--- src/rtl/univ_shift_pkg.sv ---
// univ_shift_pkg: mode encodings shared by the universal shift register and its bench
package univ_shift_pkg;
  typedef enum logic [1:0] {
    MODE_HOLD = 2'b00,
    MODE_SHR  = 2'b01,
    MODE_SHL  = 2'b10,
    MODE_LOAD = 2'b11
  } mode_e;
endpackage

--- src/rtl/shift_cnt.sv ---
// shift_cnt: saturating shift counter with a registered done pulse on reaching WIDTH
module shift_cnt #(
  parameter int WIDTH = 8,
  localparam int CW = $clog2(WIDTH + 1)
) (
  input  logic          clk,
  input  logic          rstn,
  input  logic          shift,
  input  logic          clear,
  output logic [CW-1:0] cnt,
  output logic          full,
  output logic          done
);
  localparam logic [CW-1:0] MAX = CW'(WIDTH);
  logic [CW-1:0] cnt_q, cnt_d;
  logic          done_q, done_d;
  // done fires only on the WIDTH-1 -> WIDTH step, so saturated shifts stay silent
  always_comb begin
    cnt_d  = clear ? '0 : (shift && cnt_q != MAX) ? cnt_q + 1'b1 : cnt_q;
    done_d = shift && cnt_q == MAX - 1'b1;
  end
  always_ff @(posedge clk or negedge rstn) begin
    if (!rstn) begin
      cnt_q  <= '0;
      done_q <= 1'b0;
    end else begin
      cnt_q  <= cnt_d;
      done_q <= done_d;
    end
  end
  assign cnt  = cnt_q;
  assign full = cnt_q == MAX;
  assign done = done_q;
endmodule

--- src/rtl/univ_shift_reg.sv ---
// univ_shift_reg: universal shift register (hold / shift right / shift left / load)
// with a registered serial output and a saturating shifts-since-load counter
module univ_shift_reg
  import univ_shift_pkg::*;
#(
  parameter int               WIDTH   = 8,
  parameter logic [WIDTH-1:0] RST_VAL = '0
) (
  input  logic                       clk,
  input  logic                       rstn,
  input  logic                       en,
  input  logic [1:0]                 mode,
  input  logic                       sin_r,
  input  logic                       sin_l,
  input  logic [WIDTH-1:0]           pdin,
  output logic [WIDTH-1:0]           pdout,
  output logic                       sout,
  output logic [$clog2(WIDTH+1)-1:0] cnt,
  output logic                       full,
  output logic                       done
);
  logic [WIDTH-1:0] pdout_q, pdout_d;
  logic             sout_q, sout_d;
  logic             shr, shl, ld;
  always_comb begin
    shr     = en && mode == MODE_SHR;
    shl     = en && mode == MODE_SHL;
    ld      = en && mode == MODE_LOAD;
    pdout_d = ld  ? pdin :
              shr ? {sin_r, pdout_q[WIDTH-1:1]} :
              shl ? {pdout_q[WIDTH-2:0], sin_l} : pdout_q;
    sout_d  = shr ? pdout_q[0] : shl ? pdout_q[WIDTH-1] : sout_q;
  end
  always_ff @(posedge clk or negedge rstn) begin
    if (!rstn) begin
      pdout_q <= RST_VAL;
      sout_q  <= 1'b0;
    end else begin
      pdout_q <= pdout_d;
      sout_q  <= sout_d;
    end
  end
  shift_cnt #(.WIDTH(WIDTH)) u_cnt (
    .clk  (clk),
    .rstn (rstn),
    .shift(shr || shl),
    .clear(ld),
    .cnt  (cnt),
    .full (full),
    .done (done)
  );
  assign pdout = pdout_q;
  assign sout  = sout_q;
endmodule
--- config.mk ---
export PLATFORM = sky130hd
export DESIGN_NAME = univ_shift_reg
export DESIGN_NICKNAME = d
export VERILOG_FILES = /design/src/rtl/univ_shift_pkg.sv /design/src/rtl/shift_cnt.sv /design/src/rtl/univ_shift_reg.sv
export SDC_FILE = /design/constraint.sdc
export NUM_CORES = 1
export LEC_CHECK = 0
export CAP_MARGIN = 20
export CORE_MARGIN = 3
export CORE_UTILIZATION = 55
export CTS_BUF_LIST = sky130_fd_sc_hd__clkbuf_8 sky130_fd_sc_hd__clkbuf_16
export CTS_CLUSTER_DIAMETER = 30
export DETAILED_ROUTE_END_ITERATION = 12
export DONT_BUFFER_PORTS = 1
export GPL_ROUTABILITY_DRIVEN = 0
export PLACE_DENSITY = 0.75
export RECOVER_POWER = 50
export SLEW_MARGIN = 30
export SYNTH_ARGS = -nofsm -noshare
export SYNTH_HDL_FRONTEND = slang
export SYNTH_SLANG_ARGS = --single-unit
--- constraint.sdc ---
create_clock -name clk -period 1.35 [get_ports clk]
set_input_delay 0.2025 -clock clk [delete_from_list [all_inputs] [get_ports clk]]
set_output_delay 0.2025 -clock clk [all_outputs]
set_load 0.03 [all_outputs]
---- After elaboration in Yosys (flattened, before gate mapping) ----
Index checks and enable logic that the tools add are counted.
storage, ports and cells
  register bits after elaboration ......... 14
  bits in latches ......................... 0
  memory bits (writable) .................. 0
  memory bits (read-only) ................. 0
  bits of input ports ..................... 15
  output and inout bits ................... 15
  word-level logic and storage cells ...... 27
  memories kept ........................... 0
cells by class
  $add $sub $neg .......................... 1
  multiply operators ...................... 0
  divide/modulo/power cells ............... 0
  $lt $le $gt $ge ......................... 0
  eq/ne operators ......................... 6
  shifts and indexed selects .............. 0
  mux-type cells .......................... 7
  bitwise operators ....................... 0
  reductions and logical operators ........ 9
operator list
  cell                                                                   number
  8-bit 2-to-1 mux                                                       3
  4-bit 2-to-1 mux                                                       2
  1-bit logical AND                                                      5
  4-bit by 1-bit adder with 4-bit output, second input constant          1
  2-bit equality test, second input constant                             2
  4-bit by 3-bit equality test with 1-bit output, second input constant  1
  4-bit equality test, second input constant                             1
  4-bit != test, second input constant                                   1
  2-bit nonzero test                                                     2
  3-bit nonzero test                                                     1
  2-bit by 1-bit equality test with 1-bit output, second input constant  1
  1-bit 2-to-1 mux                                                       2
  1-bit logical OR                                                       1

---- Longest topological paths before layout ----
Gate-level depths: netlist of the first run.
  depth in word-level cells ............... 6
  depth in mapped cells ................... 6
  gate-level depth less buffers ........... 6

---- Hierarchy ----
A second synthesis of the first run with hierarchy kept.
unflattened totals
  cell total of the unflattened synthesis .. 100
  area, all modules ....................... 895.9 µm²
by module, submodules not included
  module          instances  cells an instance  area each (µm²)  seq. area each (µm²)
  univ_shift_reg  1          74                 628.1            225.2
  shift_cnt       1          26                 267.8            125.1

---- Worst setup path after synthesis of the first run ----
Ideal clock, no wire load.
  path type ............................... register to register
  start point ............................. register u_cnt.cnt_q[0] (netlist: u_cnt.cnt[0])
  end point ............................... register u_cnt.cnt_q[1] (netlist: u_cnt.cnt[1])
  setup time .............................. 99 ps
  arrival ................................. 1,423 ps
  required time ........................... 1,251 ps
  path slack .............................. -172 ps
  stages on the path, launching flop included .. 7
  buffers on the path ..................... 0
  clock period less this slack ............ 1,522 ps
  path through ............................ dfrtp_1 -> inv_1 -> ha_1 -> nand3b_1 -> inv_1 -> a211oi_1 -> a311oi_1
on the way
  longest elaborated chain between the ends .. 3
  elaborated cells between the ends (all ways) .. 6
  classes of those cells .................. add/sub (1); eq/ne (1); mux (2); reduce/logical (2)
RTL lines
  what                                                                            RTL line         RTL
  start: declaration                                                              shift_cnt.sv:15  logic [CW-1:0] cnt_q, cnt_d;
  start signal: assignment                                                        shift_cnt.sv:27  cnt_q <= cnt_d;
  4-bit by 1-bit adder with 4-bit output / 4-bit != test (equally long branches)  shift_cnt.sv:19  cnt_d = clear ? '0 : (shift && cnt_q != MAX) ? cnt_q + 1'b1 : cnt_q;
  4-bit 2-to-1 mux / 1-bit logical AND (equally long branches)                    shift_cnt.sv:19
  4-bit 2-to-1 mux / 2-bit nonzero test (equally long branches)                   --
Parallel ways exist; a longest one is shown, timed or not. The select of a mux whose other input is x is not followed.
A chain may end at the register's enable or synchronous reset.

---- Worst setup path after layout of the first run ----
  start point ............................. register u_cnt.cnt_q[0] (netlist: u_cnt.cnt[0])
  end point ............................... output port full
on the way
  longest elaborated chain between the ends .. 1
RTL lines
  what                 RTL line              RTL
  4-bit equality test  shift_cnt.sv:32       assign full = cnt_q == MAX;
  end: declaration     univ_shift_reg.sv:19  output logic full,
Every way passes these cells.

==> summary by stage, run 1 <==
Run status
The run finished, with violations left. The checks that failed: setup timing.

GRT
The global-route wire length before repair is 3510 um. The number of antenna violations at the first check in global routing is 0. The total track usage is 22.6%. The global route total overflow is 0. The pin count of the biggest net entering global routing is 29. The via count of the first global-routing pass came to 776.

Place
The half-perimeter wire length after placement is 1480 um. The number of buffers inserted by port buffering is 0. The placed instances occupy a cell area of 971 um2.

Power
The combinational share of power is 41.8%. The design draws 0.00182 W. The internal power contribution is 0.00112 W. The switching power of the nets is 0.000707 W. Net switching is 38.7% of the power.

The clock network accounts for 22.7% of the total power. For this design the static power due to leakage is 0.476 nW. The worst voltage drop across the vdd grid is 1010 uV. Power spread over the standard cell area amounts to 1650 nW/um2.

Of the total power, registers draw 35.4%.

Die
In this run the vertical extent of the chip is 46.8 um. The initial standard-cell utilization of the core is 59.3%. The die is 46.8 um wide. In this run the count of I/O pins placed on the die edge is 30. The core area is 1540 um2.

The number of cell rows is 14. The floorplan step defined a die boundary enclosing 2190 um2.

Timing
The maximum achievable frequency is 705 MHz. The final setup violation count is 2. The final period utilization is 105%. Setup repair after global routing could not meet its margin everywhere.

Setup slack on the critical path of the routed design comes to -67.6 ps. The normalized max-slew margin is 55.8%. The worst clock skew is 3.05 ps. The total count of hold-check failures in the final report is 0. The number of pins with negative max-slew slack in the final report came to 0. The worst path in the final design needs a cycle of 1420 ps, including I/O delays and setup. The transition time at the pin with the least slew margin is 661 ps.

Synth
The post-synthesis instance area is 915 um2. Yosys mapped the design onto 31 distinct sky130hd cell types. In this run, synthesis inferred 0 flip-flops with an integrated enable. Synthesis handed over a netlist of 96 instances.

Among all flip-flop cells after synthesis, the most frequent one is dfrtp_1. The synthesized netlist net count is 113. For this run, the register share of the synthesized area comes to 38.3%. Counting flops with an async set or reset pin after synthesis yields a share of 100%. The post-synthesis area per instance is 9.53 um2. The number of synthesized register bits is 14. The Yosys step of the flow raised 0 warnings.

Setup path
The most frequent cell on the critical path is inv_2. The data arrival at the endpoint of the critical path is 1220 ps. The kind of cell with the highest combined delay along the critical path is flip-flops.

The critical path goes through inv_2 -> ha_4 -> nand3b_1 -> inv_2 -> buf_12. STA classifies the critical path startpoint as a register. The critical path class is reg2out. The required time of the critical path is 1150 ps. On the critical path, the stage with the largest delay is an instance of dfrtp_2. The kind of end point of the critical path is an output pin. The buffer and inverter count on the worst path is 3. For this run, the slowest stage of the critical path takes 410 ps. The largest fanout on the critical path is 2.

Detailed routing
The detail route stage leaves a number of antenna-violating nets equal to 0. The detailed-route DRC error count is 0. Dividing the detail-routed via count by the number of cells gives 6.36.

In the final routed layout, each cell accounts on average for 17.7 um. The first TritonRoute pass finished after 5 iterations. The detailed router finished its first iteration with 21 violations. The routed design has 2280 um of wire. Detailed routing inserted a total of 820 vias.

Finish
Cells with a size suffix above 1 make up 31.9% of the layout. The layout-stage area growth over the synthesis result is 20.8%. The finished cells cover 1100 um2. In the final design database the tool counted 131 nets.

The count of inserted antenna diode cells is 0.

Clock tree
Counting the buffers created by CTS gives 3. In this run the number of H-tree levels came out at 1. TritonCTS built the clock tree. Clock tree synthesis found a total of 14 sinks. The clock root buffer is clkbuf_8. The register clock-pin slew on the reported worst setup and hold paths is 60 ps. At the later pin of the worst-skew pair, clock insertion delay measures 240 ps.

No sink is reached through more buffers than the 2 on the longest clock path.

Run
Across the run, the number of max-cap violations was 0.

Min path
In this run the worst hold path is classified as in2reg.
power groups by stage:
stage	clock network (W)	registers, W	logic (W)
3_3_place_gp	0	0.000654	0.000634
2_1_floorplan	0	0.000829	0.000289
5_1_grt	0.000444	0.000666	0.000829
4_1_cts	0.000418	0.000644	0.000728
6_report	0.000415	0.000646	0.000764
3_5_place_dp	0	0.000669	0.000644
routing by layer:
layer	GRT usage (%)	vias to the layer above	wire [um]
li1	-	391	-
met1	27.2	398	927
met2	37.7	29	1210
met3	5.36	2	134
met4	11.0	0	12
met5	0	-	0
through the flow:
| step | TNS [ps] | hold slack, ps | setup slack [ps] | std cells | utilization, % |
|---|---|---|---|---|---|
| global route | -304 | 28.3 | -127 | 129 | 71.7 |
| CTS | -12.3 | 34.2 | -12.3 | 127 | 69.6 |
| global placement | 0 | -92.7 | 160 | 117 | 63.0 |
| floorplan | 0 | -93.1 | 22.4 | 96 | - |
| detailed placement | 0 | -92.8 | 69.0 | 117 | 63.0 |
| finish | -78.0 | 34.4 | -67.6 | 129 | 71.7 |
kinds of logic after synthesis:
logic type                 Yosys count  share of synthesized area, %
xor gates and xnor gates             1                         0.958
and+or+nand+nor                     18                          11.5
DFF                                 14                          38.3
adders and majority gates            3                          3.97
AOI/OAI and AO/OA                   39                          25.7
buffers and inverters               13                          9.98
muxes                                8                          9.58
sequential cells by signal, indices dropped and copies added (netlist names):
| register | count |
|---|---|
| u_cnt.cnt | 4 |
| sout | 1 |
| u_cnt.done | 1 |
| pdout | 8 |
timing repair:
| action | in CTS | in global routing |
|---|---|---|
| endpoints found under the setup margin | 1 | 3 |
| pin swaps | 0 | 1 |
| setup buffers | 5 | 2 |
| hold buffers | 1 | 0 |
| resized for setup | 1 | 3 |
| hold endpoints to repair | 14 | 0 |
cell usage after synthesis (2+ instances only):
cell / number / area [um2]
dfrtp_1: 14 / 350
o21ai_0: 9 / 45.0
mux2_2: 6 / 67.6
ha_1: 2 / 25.0
buf_4: 2 / 15.0
nand3b_1: 5 / 37.5
nand3_1: 2 / 10.0
mux2i_1: 2 / 20.0
nor2_1: 5 / 18.8
buf_6: 3 / 33.8
inv_1: 6 / 22.5
o22ai_1: 8 / 50.1
nand2_1: 2 / 7.51
a21oi_1: 13 / 65.1
final timing paths:
kind / slack (ps) / to / depth (start not counted) / from
min: 30 / u_cnt.cnt[0]$_DFFE_PN0P_ / 1 / en
max: -70 / full / 5 / u_cnt.cnt[0]$_DFFE_PN0P_
min in group asynchronous: 430 / u_cnt.cnt[1]$_DFFE_PN0P_ / 1 / rstn
min reg2reg: 600 / sout$_DFFE_PN0P_ / 2 / sout$_DFFE_PN0P_
max reg2reg: -10 / u_cnt.cnt[1]$_DFFE_PN0P_ / 7 / u_cnt.cnt[0]$_DFFE_PN0P_
max in group asynchronous: 460 / u_cnt.cnt[0]$_DFFE_PN0P_ / 1 / rstn
placed cells by master, fill, tap and decap left out, types with 2 or more instances in the layout:
| cell | synthesis | routed |
|---|---|---|
| buf_4 | 2 | 17 |
| dfrtp_2 | 0 | 2 |
| mux2_2 | 6 | 6 |
| nand2_1 | 2 | 2 |
| nand3b_1 | 5 | 5 |
| o22ai_1 | 8 | 8 |
| a21oi_1 | 13 | 13 |
| dfrtp_1 | 14 | 12 |
| inv_1 | 6 | 3 |
| nor2_1 | 5 | 5 |
| o21ai_0 | 9 | 9 |
| mux2i_1 | 2 | 2 |
| nand3_1 | 2 | 2 |
| clkbuf_8 | 0 | 4 |
| inv_2 | 0 | 3 |
cell type report:
type,instances,area [um2]
Multi-Input combinational cell,69,485
Inverter,6,22.5
Clock buffer,4,55.1
Timing Repair Buffer,20,169
Tap cell,16,20.0
Sequential cell,14,353
Fill cell,125,437
Power figures use the tool's default switching activity.
==> inputs of run 2 (changes only) <==
--- a/config.mk
+++ b/config.mk
@@ -5,15 +5,16 @@
 export SDC_FILE = /design/constraint.sdc
 export NUM_CORES = 1
 export LEC_CHECK = 0
+export BUFFER_PORTS_ARGS = -buffer_cell sky130_fd_sc_hd__clkbuf_2
 export CAP_MARGIN = 20
 export CORE_MARGIN = 3
-export CORE_UTILIZATION = 55
+export CORE_UTILIZATION = 49
 export CTS_BUF_LIST = sky130_fd_sc_hd__clkbuf_8 sky130_fd_sc_hd__clkbuf_16
 export CTS_CLUSTER_DIAMETER = 30
 export DETAILED_ROUTE_END_ITERATION = 12
-export DONT_BUFFER_PORTS = 1
 export GPL_ROUTABILITY_DRIVEN = 0
-export PLACE_DENSITY = 0.75
+export MAX_ROUTING_LAYER = met4
+export PLACE_DENSITY = 0.83
 export RECOVER_POWER = 50
 export SLEW_MARGIN = 30
 export SYNTH_ARGS = -nofsm -noshare
==> run 2 against run 1 <==
Effect of this change: the run still ends with setup timing left; maximum frequency is 0.19% lower; global-route usage is 1.6 points lower; non-clock buffer count is 20 higher; core utilization is 0.83 points higher; highest routed layer unchanged; wire length is 6.5% higher; largest power group unchanged; critical endpoint unchanged.
==> summary by stage, run 2 (synthesized netlist as in run 1, its figures left out) <==
Detailed routing
The violation count after the first detailed-route iteration is 33 (+57%). The total routed wirelength came to 2430 um (+6.5%). The average wire per standard cell is 15.6 um (-12%). The routed length on met3 was 144 um (+7.5%).

The average via count per standard cell came to 5.87 (-7.6%). The count of TritonRoute iterations in the first routing pass is 4 (-1). The wire length on met2 is 1150 um (-4.7%). After detailed routing, no signal wire sits above met4. The via count is 916 (+12%).

The residual antenna-violating net count after detailed routing came to 0 (unchanged). The met1 layer wirelength in the final routing is 1070 um (+16%). The detailed-route DRC error count is 0 (unchanged).

Timing
The final worst setup slack is -70.3 ps (-2.63 ps). The final period utilization is 105% (+0.19 points). The worst clock skew is 3.41 ps (+0.364 ps). The final setup violation count is 3 (+1). The maximum achievable frequency is 704 MHz (-0.19%). The number of pins with negative max-slew slack in the final report was 0 (unchanged). The normalized max-slew margin is 46.6% (-9.2 points). The transition time at the pin with the least slew margin was 802 ps (+140 ps). The shortest clock period the worst path allows after layout is 1420 ps (+2.63 ps). The total count of hold-check failures in the final report is 0 (unchanged).

Setup repair after global routing could not meet its margin everywhere.

Run status
The final reports fail on setup timing. The run finished, with violations left.

Finish
The flip-flop count of the largest register after layout came to 8 (unchanged). The non-filler instance count after layout is 156 (+21%). The final-stage net count is 151 (+15%). Leaving out fill and tap cells, the most frequent cell in the layout is clkbuf_2. The share of layout cells above drive strength 1 is 41.7% (+9.8 points).

The end-of-flow core utilization is 72.5% (+0.83 points). In the layout the commonest cells are 26 x clkbuf_2, 12 x dfrtp_1, 11 x a21oi_1, 9 x buf_4. The post-layout instance area is 1180 um2 (+6.9%). The count of inserted antenna diode cells is 0 (unchanged). Compared with the post-synthesis result, the final layout area differs by 29.1%.

Setup path
The data arrival at the endpoint of the critical path was 1220 ps (about the same). The largest fanout on the critical path is 2 (unchanged). The required time of the critical path was 1150 ps (about the same). The kind of end point of the critical path is an output pin. The kind of launch point of the worst setup path is a register. The critical path is of the reg2out type.

Clock tree
The maximum level of the CTS H-tree was 1 (unchanged). The number of buffers created by CTS came to 3 (unchanged). The maximum clock insertion buffer count is 2 (unchanged).

The later-pin clock latency in the skew report is 250 ps (about the same). The tree is rooted in a clkbuf_8. The TritonCTS clock tree is done. The register clock-pin slew on the reported worst setup and hold paths is 60 ps (about the same). The clock sink count is 14 (unchanged).

GRT
The pin count of the biggest net entering global routing was 22 (-24%). The global-route wire length before repair came to 3860 um (+9.8%). The total track usage is 21.0% (-1.6 points). The global route total overflow is 0 (unchanged).

The number of antenna violations at the first check in global routing is 0 (unchanged). The via count of the first global-routing pass is 893 (+15%).

Place
The worst slack after detailed placement was 62.4 ps (-6.55 ps). The half-perimeter wire length after placement is 1610 um (+8.7%). The cell total after placement came to 146 (+25%). The cell area reported after detailed placement was 1050 um2 (+8.5%).

The number of buffers inserted by port buffering is 29 (+29).

Die
The core area is 1630 um2 (+5.7%). The number of top-level pins was 30 (unchanged). The x dimension of the die came to 49.2 um (+5.2%).

The initial standard-cell utilization of the core came to 56.1% (-3.2 points). The die area is 2420 um2 (+11%). The chip height is 49.2 um (+5.2%).

The number of cell rows is 14 (unchanged).

Run
The max-capacitance violation count is 0 (unchanged).

Power
The power density over the cells came to 1530 nW/um2 (-7.6%). The total power of the final layout is 0.00180 W (-1.2%). The worst voltage drop across the vdd grid is 1030 uV (+1.7%). The static power due to leakage was 0.538 nW (+13%).

Min path
The min-delay analysis places its worst path in the category in2reg.
run 2: cell count changes in the layout (fill, tap and decap cells not counted), sizes merged:
| cell | before | now |
|---|---|---|
| buf | 19 | 11 |
| clkbuf | 4 | 31 |
run 2: final timing paths:
| path | start | endpoint | slack (ps) | cells past startpoint |
|---|---|---|---|---|
| min in group asynchronous | rstn | pdout[7]$_DFFE_PN0P_ | 550 | 2 |
| min | sin_l | pdout[0]$_DFFE_PN0P_ | 300 | 4 |
| max reg2reg | u_cnt.cnt[1]$_DFFE_PN0P_ | u_cnt.cnt[1]$_DFFE_PN0P_ | -50 | 7 |
| max in group asynchronous | rstn | u_cnt.cnt[1]$_DFFE_PN0P_ | 240 | 2 |
| min reg2reg | u_cnt.cnt[3]$_DFFE_PN0P_ | u_cnt.done$_DFF_PN0_ | 520 | 1 |
| max | u_cnt.cnt[1]$_DFFE_PN0P_ | full | -70 | 5 |
run 2: worst max-delay path, stage by stage, from the launching register on:
cell and delay (ps):
dfrtp_2 420, inv_2 70, ha_4 110, nand3b_1 130
inv_2 110, buf_8 120
run 2: layout make-up:
type,count,area (um2)
multi-input combinational,69,493
fill,133,448
sequential,14,353
timing repair buffer,40,241
clock buffer,3,41.3
tap,24,30.0
inverter,6,22.5
run 2: repair_timing:
action	4_1_cts	5_1_grt
cloned	0	0
hold buffers	1	0
resized for setup	5	5
buffers inserted	4	2
endpoints found under the setup margin	1	2
hold endpoints to repair	14	0
pin swaps	0	2
run 2: through the flow:
step / hold WS (ps) / setup TNS (ps)
2_1_floorplan: -93.1 / 0
3_5_place_dp: 129 / 0
5_1_grt: 325 / -248
4_1_cts: 298 / -30.3
6_report: 301 / -125
3_3_place_gp: 129 / 0
run 2: where the power goes:
part	leakage, nW	internal [W]	switching (W)
Clock	0.0216	0.000198	0.000156
Sequential	0.163	0.000522	0.000116
Combinational	0.353	0.000319	0.000491
run 2: layer usage:
metal | track usage (%) | up-vias
li1 | - | 430
met1 | 24.2 | 446
met2 | 32.6 | 34
met3 | 6.12 | 6
met4 | 11.4 | 0
met5 | - | -
==> inputs of run 3 (changes only) <==
--- a/config.mk
+++ b/config.mk
@@ -7,6 +7,7 @@
 export LEC_CHECK = 0
 export BUFFER_PORTS_ARGS = -buffer_cell sky130_fd_sc_hd__clkbuf_2
 export CAP_MARGIN = 20
+export CORE_ASPECT_RATIO = 1.2
 export CORE_MARGIN = 3
 export CORE_UTILIZATION = 49
 export CTS_BUF_LIST = sky130_fd_sc_hd__clkbuf_8 sky130_fd_sc_hd__clkbuf_16
@@ -16,7 +17,6 @@
 export MAX_ROUTING_LAYER = met4
 export PLACE_DENSITY = 0.83
 export RECOVER_POWER = 50
-export SLEW_MARGIN = 30
 export SYNTH_ARGS = -nofsm -noshare
 export SYNTH_HDL_FRONTEND = slang
 export SYNTH_SLANG_ARGS = --single-unit
==> run 3 against run 2 <==
Effect of this change: the run still ends with setup timing left; core utilization is 3.6 points lower; sequential cell count stayed put; die area hardly changed; sequential share of layout area is 0.22 points higher; design area is 0.74% lower; worst hold slack better by 28 ps; count of clock-buffer cells in the layout stayed put; clock skew is 3.1 ps lower; first-iteration DRC count is 67% lower; maximum frequency is 3.7% higher; sequential power is 1% lower; critical path type unchanged; largest cell class unchanged; highest routed layer unchanged.
==> summary by stage, run 3 (synthesized netlist as in run 1, its figures left out) <==
Clock tree
The clock sink count is 14 (unchanged). TritonCTS built the clock tree. The later-pin clock latency in the skew report is 240 ps (about the same). The maximum clock insertion buffer count came to 2 (unchanged). The number of buffers created by CTS is 3 (unchanged).

The maximum level of the CTS H-tree came to 1 (unchanged). The register clock-pin slew on the reported worst setup and hold paths is 60 ps (about the same). The root buffer cell chosen for the clock tree is clkbuf_8.

Detailed routing
The via count was 900 (-1.7%). The violation count after the first detailed-route iteration is 11 (-67%). The count of TritonRoute iterations in the first routing pass came to 4 (unchanged). The residual antenna-violating net count after detailed routing is 0 (unchanged). The total routed wirelength is 2210 um (-9.0%). The average wire per standard cell came to 14.7 um (-5.3%). The detailed-route DRC error count is 0 (unchanged). The average via count per standard cell is 6.00 (+2.2%).

Finish
Leaving out fill and tap cells, the most frequent cells in the layout are 25 x clkbuf_2, 12 x dfrtp_1, 11 x a21oi_1, 9 x o21ai_0, 9 x buf_4. The flip-flop count of the largest register after layout came to 8 (unchanged). The share of layout cells above drive strength 1 is 40.9% (-0.76 points). The count of inserted antenna diode cells is 0 (unchanged). The final-stage net count is 151 (unchanged). Relative to the synthesized area, the layout overhead comes to 28.2%. The post-layout instance area came to 1170 um2 (-0.74%). Leaving out fill and tap cells, the most frequent cell in the layout is clkbuf_2.

Timing
The transition time at the pin with the least slew margin came to 796 ps (-5.76 ps). The total count of hold-check failures in the final report was 0 (unchanged). The worst clock skew was 0.301 ps (-3.11 ps).

The number of pins with negative max-slew slack in the final report was 0 (unchanged). The maximum achievable frequency is 730 MHz (+3.7%). The setup TNS was -19.8 ps (+105 ps). The final setup violation count is 1 (-2). The final period utilization is 101% (-3.7 points).

The final worst setup slack is -19.8 ps (+50.4 ps). The normalized max-slew margin is 46.9% (+0.38 points). The shortest clock period the worst path allows after layout is 1370 ps (-50.4 ps).

Setup repair after global routing could not meet its margin everywhere.

Place
The cell area reported after detailed placement is 1050 um2 (unchanged). The number of buffers inserted by port buffering came to 29 (unchanged). The worst slack after detailed placement was 62.2 ps (-0.254 ps). The half-perimeter wire length after placement was 1520 um (-5.5%).

Setup path
The kind of launch point of the worst setup path is a register. The data arrival at the endpoint of the critical path is 1170 ps (-50 ps). The critical path in this run is classified as reg2out. The required time of the critical path came to 1150 ps (about the same). The worst setup path is captured at an output pin. The largest fanout on the critical path came to 2 (unchanged).

Power
The power density over the cells came to 1500 nW/um2 (-1.4%). The static power due to leakage was 0.536 nW (-0.43%). The worst voltage drop across the vdd grid was 982 uV (-4.3%). The total power of the final layout is 0.00176 W (-2.2%).

GRT
The global-route wire length before repair is 3730 um (-3.4%). The number of antenna violations at the first check in global routing is 0 (unchanged). The via count of the first global-routing pass is 865 (-3.1%). The pin count of the biggest net entering global routing is 23 (+4.5%). The global route total overflow is 0 (unchanged).

The total track usage came to 21.2% (+0.22 points).

Run
The max-capacitance violation count is 0 (unchanged).

Die
The die area is 2420 um2 (about the same). The number of top-level pins is 30 (unchanged). The number of cell rows is 16 (+2). The chip height is 53.3 um (+8.4%). The x dimension of the die is 45.4 um (-7.7%). The initial standard-cell utilization of the core is 53.7% (-2.4 points). The core area is 1700 um2 (+4.5%).

Min path
The type of the worst min-delay path is in2reg.

Run status
The final reports fail on setup timing. The flow ran to the end, but the final reports show violations.
[run 3: cell counts in the layout (fill, tap and decap cells not counted)]
Identical to the previous run, type by type.
[run 3: power by group]
| group | total, W | internal [W] | switching (W) | leakage [nW] |
|---|---|---|---|---|
| clock | 0.000342 | 0.000197 | 0.000145 | 0.0216 |
| sequential | 0.000630 | 0.000522 | 0.000108 | 0.163 |
| combinational | 0.000791 | 0.000315 | 0.000476 | 0.351 |
| total | 0.00176 | 0.00103 | 0.000729 | 0.536 |
[run 3: layout make-up]
type | count | area (um2)
fill | 153 | 529
clock buffer | 3 | 41.3
timing repair buffer | 40 | 240
inverter | 6 | 22.5
sequential | 14 | 353
multi-input combinational | 69 | 493
tap | 18 | 22.5
[run 3: path summary, 6_finish.rpt]
kind	from	end	slack [ps]	cells past startpoint
worst max-delay path	u_cnt.cnt[1]$_DFFE_PN0P_	full	-20	5
worst min-delay path	sin_l	pdout[0]$_DFFE_PN0P_	330	4
worst max register to register	u_cnt.cnt[1]$_DFFE_PN0P_	u_cnt.cnt[0]$_DFFE_PN0P_	50	7
worst min register to register	u_cnt.cnt[3]$_DFFE_PN0P_	u_cnt.done$_DFF_PN0_	520	1
max in group asynchronous	rstn	u_cnt.cnt[0]$_DFFE_PN0P_	240	2
min in group asynchronous	rstn	u_cnt.done$_DFF_PN0_	570	2
[run 3: metrics by stage]
stage | hold slack (ps) | util (%) | std cells
floorplan | -93.1 | - | 96
CTS | 332 | 67.6 | 150
detailed placement | 129 | 61.9 | 141
global placement | 128 | 61.9 | 141
finish | 329 | 68.9 | 150
global route | 368 | 68.9 | 150
[run 3: worst max-delay path, stage by stage, from the launching register on]
cell	delay [ps]
dfrtp_2	400
inv_2	70
ha_4	120
nand3b_1	110
inv_2	100
buf_8	120
[run 3: routing by layer]
layer / global-route usage [%] / routed length [um] / up-vias
met5: - / 0 / -
met1: 24.9 / 858 / 433
li1: - / - / 432
met3: 3.40 / 109 / 4
met4: 8.29 / 7 / 0
met2: 35.3 / 1240 / 31
[run 3: what timing repair did]
item,CTS,global route
hold endpoints to repair,14,0
gates resized for setup,2,7
hold buffers,1,0
buffers inserted,5,0
pin swaps,0,1
setup endpoints to repair,1,3
